<file path="config.mk">
export PLATFORM = sky130hd
export DESIGN_NAME = mem_access_stage_flat
export DESIGN_NICKNAME = d
export VERILOG_FILES = /design/src/rtl/mem_access_stage_if.sv /design/src/rtl/mem_access_stage.sv /design/src/flat_wrapper.sv
export SDC_FILE = /design/constraint.sdc
export NUM_CORES = 1
export LEC_CHECK = 0
export BUFFER_PORTS_ARGS = -buffer_cell sky130_fd_sc_hd__buf_2
export CORE_AREA = 5 5 90 176
export DETAILED_ROUTE_END_ITERATION = 8
export DIE_AREA = 0 0 95 181
export PLACE_DENSITY = 0.66
export SYNTH_ARGS = -nofsm -noshare
export SYNTH_HDL_FRONTEND = slang
export SYNTH_SLANG_ARGS = --single-unit
</file>
<file path="constraint.sdc">
create_clock -name CLK -period 8.9 [get_ports CLK]
set_clock_uncertainty 0.05 [all_clocks]
set_input_delay 0.445 -clock CLK [delete_from_list [all_inputs] [get_ports CLK]]
set_output_delay 0.445 -clock CLK [all_outputs]
set_load 0.01 [all_outputs]
</file>
<file path="src/rtl/mem_access_stage_if.sv">
// Avalon-MM master bus between the memory stage and the data memory / interconnect.
// The stage is the master: it drives the command side and receives the read response.
interface mem_access_stage_if;
    logic [31:0] avm_address;
    logic        avm_read;
    logic        avm_write;
    logic [3:0]  avm_byteenable;
    logic [31:0] avm_writedata;
    logic [31:0] avm_readdata;
    logic        avm_waitrequest;
    logic        avm_readdatavalid;

    modport master (
        output avm_address, avm_read, avm_write, avm_byteenable, avm_writedata,
        input  avm_readdata, avm_waitrequest, avm_readdatavalid
    );

    modport slave (
        input  avm_address, avm_read, avm_write, avm_byteenable, avm_writedata,
        output avm_readdata, avm_waitrequest, avm_readdatavalid
    );
endinterface

</file>
<file path="src/rtl/mem_access_stage.sv">
// Memory stage of the pipeline: converts EX/MEM load/store requests into a single
// Avalon-MM transaction, stalls upstream while it is in flight, aligns load data,
// and flags misaligned or illegal accesses before anything reaches the bus.
module mem_access_stage (
    input  logic        CLK,
    input  logic        RST,
    input  logic [31:0] ALUResult,
    input  logic [31:0] StoreData,
    input  logic [2:0]  funct3,
    input  logic        MemRead,
    input  logic        MemWrite,
    input  logic [4:0]  instr5b,
    input  logic        MemtoReg,
    input  logic        RegWrite,
    output logic [31:0] oData,
    output logic [31:0] oAddress,
    output logic [4:0]  oinstr5b,
    output logic        oMemtoReg,
    output logic        oRegWrite,
    output logic        oMisaligned,
    output logic        stall,
    mem_access_stage_if.master avm
);

    typedef enum logic [1:0] {
        IDLE = 2'd0,
        CMD  = 2'd1,
        RESP = 2'd2,
        DONE = 2'd3
    } state_t;

    state_t      r_state;
    logic [31:0] r_rdata;

    logic        w_any_op;
    logic        w_both_op;
    logic        w_active;
    logic        w_illegal_f3;
    logic        w_misalign;
    logic        w_exception;
    logic        w_start;
    logic [3:0]  w_byteenable;
    logic [31:0] w_writedata;
    logic [31:0] w_shifted;
    logic [31:0] w_load_data;

    assign w_any_op  = MemRead | MemWrite;
    assign w_both_op = MemRead & MemWrite;
    assign w_active  = MemRead ^ MemWrite;

    // Reserved sizes for any op; unsigned sizes make no sense for stores.
    assign w_illegal_f3 = (funct3 == 3'b011) || (funct3 == 3'b110) || (funct3 == 3'b111) ||
                          (MemWrite && funct3[2]);

    // Halfword needs addr[0]=0, word needs addr[1:0]=0; bytes are always aligned.
    assign w_misalign = ((funct3[1:0] == 2'b01) && ALUResult[0]) ||
                        ((funct3[1:0] == 2'b10) && (ALUResult[1:0] != 2'b00));

    // Exceptions are only reported while the op is first presented; nothing is issued.
    assign w_exception = (r_state == IDLE) && w_any_op &&
                         (w_both_op || w_illegal_f3 || w_misalign);
    assign w_start     = (r_state == IDLE) && w_active && !w_illegal_f3 && !w_misalign;

    // Byte lanes and lane-replicated store data for the selected size.
    always_comb begin
        w_byteenable = 4'b1111;
        w_writedata  = StoreData;
        case (funct3[1:0])
            2'b00: begin
                w_byteenable = 4'b0001 << ALUResult[1:0];
                w_writedata  = {4{StoreData[7:0]}};
            end
            2'b01: begin
                w_byteenable = 4'b0011 << {ALUResult[1], 1'b0};
                w_writedata  = {2{StoreData[15:0]}};
            end
            default: begin
                w_byteenable = 4'b1111;
                w_writedata  = StoreData;
            end
        endcase
    end

    // Bring the addressed byte/half down to bit 0, then sign- or zero-extend.
    assign w_shifted = avm.avm_readdata >> {ALUResult[1:0], 3'b000};

    // Load extraction from the read response.
    always_comb begin
        w_load_data = avm.avm_readdata;
        case (funct3)
            3'b000:  w_load_data = {{24{w_shifted[7]}}, w_shifted[7:0]};
            3'b001:  w_load_data = {{16{w_shifted[15]}}, w_shifted[15:0]};
            3'b100:  w_load_data = {24'd0, w_shifted[7:0]};
            3'b101:  w_load_data = {16'd0, w_shifted[15:0]};
            default: w_load_data = avm.avm_readdata;
        endcase
    end

    // Transaction FSM with registered bus command outputs and captured read data.
    always_ff @(posedge CLK or posedge RST) begin
        if (RST) begin
            r_state            <= IDLE;
            r_rdata            <= 32'd0;
            avm.avm_address    <= 32'd0;
            avm.avm_read       <= 1'b0;
            avm.avm_write      <= 1'b0;
            avm.avm_byteenable <= 4'd0;
            avm.avm_writedata  <= 32'd0;
        end else begin
            case (r_state)
                IDLE: begin
                    if (w_start) begin
                        avm.avm_address    <= {ALUResult[31:2], 2'b00};
                        avm.avm_byteenable <= w_byteenable;
                        avm.avm_writedata  <= w_writedata;
                        avm.avm_read       <= MemRead;
                        avm.avm_write      <= MemWrite;
                        r_state            <= CMD;
                    end
                end
                CMD: begin
                    // Command is held unchanged until the slave accepts it.
                    if (!avm.avm_waitrequest) begin
                        avm.avm_read  <= 1'b0;
                        avm.avm_write <= 1'b0;
                        r_state       <= avm.avm_write ? DONE : RESP;
                    end
                end
                RESP: begin
                    if (avm.avm_readdatavalid) begin
                        r_rdata <= w_load_data;
                        r_state <= DONE;
                    end
                end
                DONE: begin
                    r_state <= IDLE;
                end
                default: begin
                    r_state <= IDLE;
                end
            endcase
        end
    end

    assign stall       = w_start || (r_state == CMD) || (r_state == RESP);
    assign oMisaligned = w_exception;
    assign oRegWrite   = RegWrite && !stall && !w_exception;
    // Inputs are stable through the transaction, so MemRead still marks a load in DONE.
    assign oData       = ((r_state == DONE) && MemRead) ? r_rdata : 32'd0;
    assign oAddress    = ALUResult;
    assign oinstr5b    = instr5b;
    assign oMemtoReg   = MemtoReg;

endmodule
</file>
<file path="src/flat_wrapper.sv">
// flat-port wrapper written by rule: the top's interface ports become plain ports
module mem_access_stage_flat 
  (CLK, RST, ALUResult, StoreData, funct3, MemRead, MemWrite, instr5b, MemtoReg, RegWrite, oData, oAddress, oinstr5b, oMemtoReg, oRegWrite, oMisaligned, stall, avm_avm_address, avm_avm_read, avm_avm_write, avm_avm_byteenable, avm_avm_writedata, avm_avm_readdata, avm_avm_waitrequest, avm_avm_readdatavalid);
  mem_access_stage_if avm_i ();
  input  logic CLK;
  input  logic RST;
  input  logic [31:0] ALUResult;
  input  logic [31:0] StoreData;
  input  logic [2:0] funct3;
  input  logic MemRead;
  input  logic MemWrite;
  input  logic [4:0] instr5b;
  input  logic MemtoReg;
  input  logic RegWrite;
  output logic [31:0] oData;
  output logic [31:0] oAddress;
  output logic [4:0] oinstr5b;
  output logic oMemtoReg;
  output logic oRegWrite;
  output logic oMisaligned;
  output logic stall;
  output wire logic [$bits(avm_i.avm_address)-1:0] avm_avm_address;
  output wire logic [$bits(avm_i.avm_read)-1:0] avm_avm_read;
  output wire logic [$bits(avm_i.avm_write)-1:0] avm_avm_write;
  output wire logic [$bits(avm_i.avm_byteenable)-1:0] avm_avm_byteenable;
  output wire logic [$bits(avm_i.avm_writedata)-1:0] avm_avm_writedata;
  input wire logic [$bits(avm_i.avm_readdata)-1:0] avm_avm_readdata;
  input wire logic [$bits(avm_i.avm_waitrequest)-1:0] avm_avm_waitrequest;
  input wire logic [$bits(avm_i.avm_readdatavalid)-1:0] avm_avm_readdatavalid;
  assign avm_avm_address = avm_i.avm_address;
  assign avm_avm_read = avm_i.avm_read;
  assign avm_avm_write = avm_i.avm_write;
  assign avm_avm_byteenable = avm_i.avm_byteenable;
  assign avm_avm_writedata = avm_i.avm_writedata;
  assign avm_i.avm_readdata = avm_avm_readdata;
  assign avm_i.avm_waitrequest = avm_avm_waitrequest;
  assign avm_i.avm_readdatavalid = avm_avm_readdatavalid;
  mem_access_stage u_core (.CLK(CLK), .RST(RST), .ALUResult(ALUResult), .StoreData(StoreData), .funct3(funct3), .MemRead(MemRead), .MemWrite(MemWrite), .instr5b(instr5b), .MemtoReg(MemtoReg), .RegWrite(RegWrite), .oData(oData), .oAddress(oAddress), .oinstr5b(oinstr5b), .oMemtoReg(oMemtoReg), .oRegWrite(oRegWrite), .oMisaligned(oMisaligned), .stall(stall), .avm(avm_i));
endmodule
</file>
# Word level (Yosys, flattened, before mapping)
# Index checks and enable logic that the tools add are counted.
# Widths: inputs -> output; s select.
[classes]
eq_ne = 14
n_shift = 3
muxes = 14
bitwise_logic = 3
n_reduce_logical = 32
[op_table]
columns = ["operator", "count"]
rows = [
  ["$pmux 32 s4", 1],
  ["$pmux 32 s2", 1],
  ["$mux 32", 1],
  ["$shr 32x5->16", 1],
  ["$eq 3x3->1 const B", 4],
  ["$logic_and 1x1->1", 11],
  ["$logic_or 1x1->1", 8],
  ["$pmux 2 s4", 1],
  ["$pmux 4 s2", 1],
  ["$eq 2x2->1 const B", 3],
  ["$mux 2", 3],
  ["$reduce_and 3->1", 2],
  ["$eq 2x1->1 const B", 2],
  ["$logic_not 1->1", 4],
  ["$logic_not 2->1", 2],
  ["$mux 1", 4],
  ["$ne 2x2->1 const B", 2],
  ["$pmux 1 s2", 2],
  ["$reduce_and 2->1", 2],
  ["$reduce_bool 2->1", 2],
  ["$shl 1x2->4 const A", 1],
  ["$shl 2x2->4 const A", 1],
  ["$eq 3x1->1 const B", 1],
  ["$eq 3x2->1 const B", 1],
  ["other kinds (5)", 5],
]
[word_totals]
ff_bits = 102
inputBits = 112
word_cells = 73

# Depth between registers and ports, before layout
[logic_depth]
word_depth = 12
depth_mapped = 8
ltp_nobuf = 6

# Worst setup path after synthesis
# No wires, ideal clock.
[synth_path]
path_kind = "input to output"
start = "input port MemRead"
end = "output port oRegWrite"
arrival_time_ns = 1.614
t_required_ns = 8.405
slack_ns = 6.791
cell_stages = 6
path_buffers = 2
cell_sequence = "clkbuf_1 > inv_1 > ha_1 > o211ai_4 > buf_4 > o2111a_1"
[synth_between]
elab_chain_len = 9
[synth_rtl]
columns = ["item", "line", "text"]
rows = [
  ["from (decl)", "flat_wrapper.sv:10", "input logic MemRead;"],
  ["$xor 1x1->1", "mem_access_stage.sv:49", "assign w_active = MemRead ^ MemWrite;"],
  ["$logic_and 1x1->1 (3 in series)", "mem_access_stage.sv:62", "assign w_start = (r_state == IDLE) && w_active && !w_illegal_f3 && !w_misalign;"],
  ["$logic_or 1x1->1 (2 in series)", "mem_access_stage.sv:145", "assign stall = w_start || (r_state == CMD) || (r_state == RESP);"],
  ["$logic_not 1->1", "mem_access_stage.sv:147", "assign oRegWrite = RegWrite && !stall && !w_exception;"],
  ["$logic_and 1x1->1", "mem_access_stage.sv:147", ""],
  ["$logic_and 1x1->1 (*)", "mem_access_stage.sv:147", ""],
  ["to (decl)", "flat_wrapper.sv:19", "output logic oRegWrite;"],
]
# Mark *: on every way between the ends. The rest lies on a longest branch, timed or not.

# Final worst setup path
[layout_path]
start = "input port funct3[1]"
end = "output port oRegWrite"
[layout_between]
elab_chain_len = 12
[layout_rtl]
columns = ["item", "line", "text"]
rows = [
  ["from (decl)", "flat_wrapper.sv:9", "input logic [2:0] funct3;"],
  ["$eq 3x2->1 / $eq 3x3->1 (equally long branches)", "mem_access_stage.sv:52", "assign w_illegal_f3 = (funct3 == 3'b011) || (funct3 == 3'b110) || (funct3 == 3'b111) ||"],
  ["$logic_or 1x1->1 (3 in series)", "mem_access_stage.sv:52", ""],
  ["$logic_not 1->1", "mem_access_stage.sv:62", ""],
  ["$logic_and 1x1->1 (2 in series)", "mem_access_stage.sv:62", ""],
  ["$logic_or 1x1->1 (2 in series)", "mem_access_stage.sv:145", ""],
  ["$logic_not 1->1", "mem_access_stage.sv:147", ""],
  ["$logic_and 1x1->1", "mem_access_stage.sv:147", ""],
  ["$logic_and 1x1->1 (*)", "mem_access_stage.sv:147", ""],
]
# Marked as above.

==> summary.md <==
Setup repair after global routing left no endpoint under its margin. The maximum VDD drop came out at 131 uV. TritonCTS built the clock tree. Routability-driven placement finished with a final weighted congestion of 0.882. Summed over all instances, the cell type with the most area after synthesis is dfrtp_1. For flop-to-flop paths, the worst setup slack is 6390 ps. Of the cells placed in the final design, the portion with a size suffix greater than 1 is 43.4%. The share of cell area taken by muxes after synthesis is 18.4%, and the critical path data arrival time is 3110 ps.

Static timing analysis puts the maximum clock frequency at 277 MHz. The number of antenna diodes in the final layout is 0. Share of the synthesized area in compound gates (AO/OA/AOI/OAI): 14.8%. The I/O pin count was 255; the initial antenna violation count was 0. The power density normalized to cell area works out to 296 nW/um^2.

In the synthesized netlist the dominant register cell turns out to be dfrtp_1. STA classifies the critical path endpoint as an output port. The synthesized netlist devotes 1.33% of its cell area to adder and majority cells. The tools report the die outline area as 17200 um^2. The number of max-slew violations in the final report is 0, and the vertical extent of the die is 181 um. By area, the combinational part of the netlist is dominated by multiplexers.

Of the total synthesized cell area, the portion taken by AND, OR, NAND and NOR gates is 10.3%. For the via count of the first global-routing pass, the log shows 4895. The number of input and output port buffers inserted was 240. Wires add up to 16600 um. The number of hold violations in the final report is 0, and the synthesized area is 5630 um^2. The first routing iteration left 145 violations. For this run, the number of Yosys warnings is 0. Setup violations remaining at the end of the flow were counted as 0. The H-tree was split into 3 levels. STA puts the critical path data required time at 8410 ps. After synthesis, the largest area contributor takes up 45.3% of total cell area. The worst setup path is launched from an input port. The logs give 0 for the total of hold buffers inserted after clock tree synthesis and 19.2% for the overall routing resource usage.

Clock tree synthesis selected as its root buffer the cell clkbuf_16. Entering global routing, the biggest net connects 87 pins. The clock period minus final worst setup slack was 3610 ps. The logs give 45.3% for the share of synthesized area occupied by flip-flops and latches and 48.1% for the post-layout utilization of the core. Dividing the detail-routed wire length by the instance count gives 18.2 um. The top cell types in the final layout, fill and taps aside, are buf_2 (240), dfrtp_1 (102), o21ai_0 (58).

The total number of vias is 4637, and the area of the core is 14300 um^2. The count of flip-flops with a built-in enable after synthesis was 0. The pre-antenna-repair detailed-routing pass consisted of 4 iterations.

Classification of the worst-slack hold path: in -> async. The post-cts gate resize count is 0, and the per-instance average area after synthesis is 10.5 um^2. Leaving out fill and tap cells, the most frequent cell in the layout is buf_2. Fraction of registers with async set/reset: 100%.

The tools report the headroom to the max-slew limit as 23.9%. Max-cap violations in this run came to 0. The number of cells on the worst reg-to-reg path is 5. The total half-perimeter wirelength after legalization and detailed placement was 12600 um; the transition time of the tightest slew-check pin was 1140 ps. Summed over all failing endpoints, the final setup total negative slack is 0 ps. The logs give 9 for the number of clock buffers inserted by TritonCTS and 340 ps for the later-pin clock latency in the skew report. The post-CTS setup buffer count was 0; the flop and latch count out of synthesis was 102. The first global-routing pass estimated 25700 um of wire.

Using the TritonRoute via totals, the vias-per-cell ratio works out to 5.09. The final period utilization works out to 40.6%. For this configuration, the core starts out at a cell density of 39.5%.

By area the synthesized netlist is led by dfrtp_1 (45%), mux2_4 (10%), mux2i_1 (6.0%), buf_4 (5.7%), o21ai_0 (5.2%). The static power due to leakage is 0.00371 uW, and the number of fill cells in the layout is 1403. The cell count after synthesis came out at 537. The run finished with clean final reports.

Remaining number of nets flagged by the antenna check after routing: 0. For the number of remaining DRC errors, the log shows 0. The xor and xnor fraction of the mapped netlist area is 0%, and the number of nets in the layout is 832. The longest clock path from root to sink contains 2 buffers.

The run gives 102 as the clock net sink count. The worst register-to-register path ends at u_core.avm.avm_writedata[1]. The residual overflow from global routing was 0.

The die span in x was 95 um. The maximum fanout count along the critical path is 86. Clock-pin slew was measured on the worst setup and hold paths at 80 ps. The synthesis-to-finish area growth came out at 21.9%.

The startpoint-to-endpoint class of the critical path was in -> out. The beginning of the worst register-to-register path is u_core.r_state[0]. The count of different cell masters after synthesis came out at 41. The floorplan has 62 rows.
[area by class of cell]
| type | instances | area, um^2 | area share (%) |
|---|---|---|---|
| Inverter | 11 | 43.8 | 0.638 |
| Tap cell | 192 | 240 | 3.50 |
| Sequential cell | 102 | 2550 | 37.2 |
| Clock buffer | 12 | 246 | 3.59 |
| Multi-Input combinational cell | 347 | 2530 | 36.8 |
| Clock inverter | 4 | 32.5 | 0.474 |
| Timing Repair Buffer | 243 | 1220 | 17.8 |
[per-layer routing]
layer / vias to the layer above / wire length (um) / global-route usage [%]
li1: 2183 / - / -
met4: 0 / 658 / 9.43
met5: - / 0 / 0
met3: 40 / 999 / 4.00
met2: 183 / 9010 / 34.3
met1: 2231 / 5950 / 20.8
[power by group]
group	switching, uW	internal, uW	total, uW	leakage [uW]
clock	179	199	378	0.000129
combinational	427	403	830	0.00235
sequential	134	693	827	0.00122
total	739	1300	2040	0.00371
[stage by stage]
stage	std cells	setup WS, ps	power, uW	hold WS [ps]	instance area, um^2
floorplan	538	5730	1340	392	5640
global placement	895	5330	1640	415	6590
detailed placement	895	5270	1680	415	6590
CTS	911	5250	2060	111	6870
global route	911	5070	2170	136	6870
finish	911	5290	2040	93.9	6870
[synth_stat cells (2+ instances only)]
master,number
ha_1,6
clkbuf_1,19
o21ai_1,5
mux2i_1,34
and3_1,32
mux2_2,9
buf_2,6
buf_1,3
nand2_1,37
inv_1,11
buf_4,43
nor2b_1,2
o21a_1,8
a21oi_1,42
nand2b_1,10
mux2_4,38
nor2_1,32
o21ai_0,58
a22oi_1,7
buf_6,7
a32o_1,7
dfrtp_1,102
[cells by family after synthesis]
family	count (synthesis)
AOI/OAI and AO/OA	139
and+or+nand+nor	118
DFF	102
buffers and inverters	89
muxes	82
adders and majority gates	6
other	1
[registers in the layout (all words and copies together) (netlist names)]
| register | count |
|---|---|
| u_core.avm.avm_read | 1 |
| u_core.r_state | 2 |
| u_core.avm.avm_byteenable | 4 |
| u_core.avm.avm_address | 30 |
| u_core.r_rdata | 32 |
| u_core.avm.avm_write | 1 |
| u_core.avm.avm_writedata | 32 |
[how the worst max path moves through the flow]
stage               startpoint                          to  slack (ps)  cells after the start
floorplan                  RST  u_core.avm.avm_address[10]        5730                      1
global placement     funct3[1]                   oRegWrite        5330                      7
detailed placement   funct3[1]                   oRegWrite        5270                      7
CTS                  funct3[1]                   oRegWrite        5250                      7
global route         funct3[1]                   oRegWrite        5070                      7
finish               funct3[1]                   oRegWrite        5290                      7
[worst max-delay path, cell delays in order]
cell	delay, ps
buf_2	80
buf_4	540
a221oi_2	140
o211ai_4	560
buf_4	850
o2111a_1	300
buf_2	130
(Power assumes the default switching activity.)
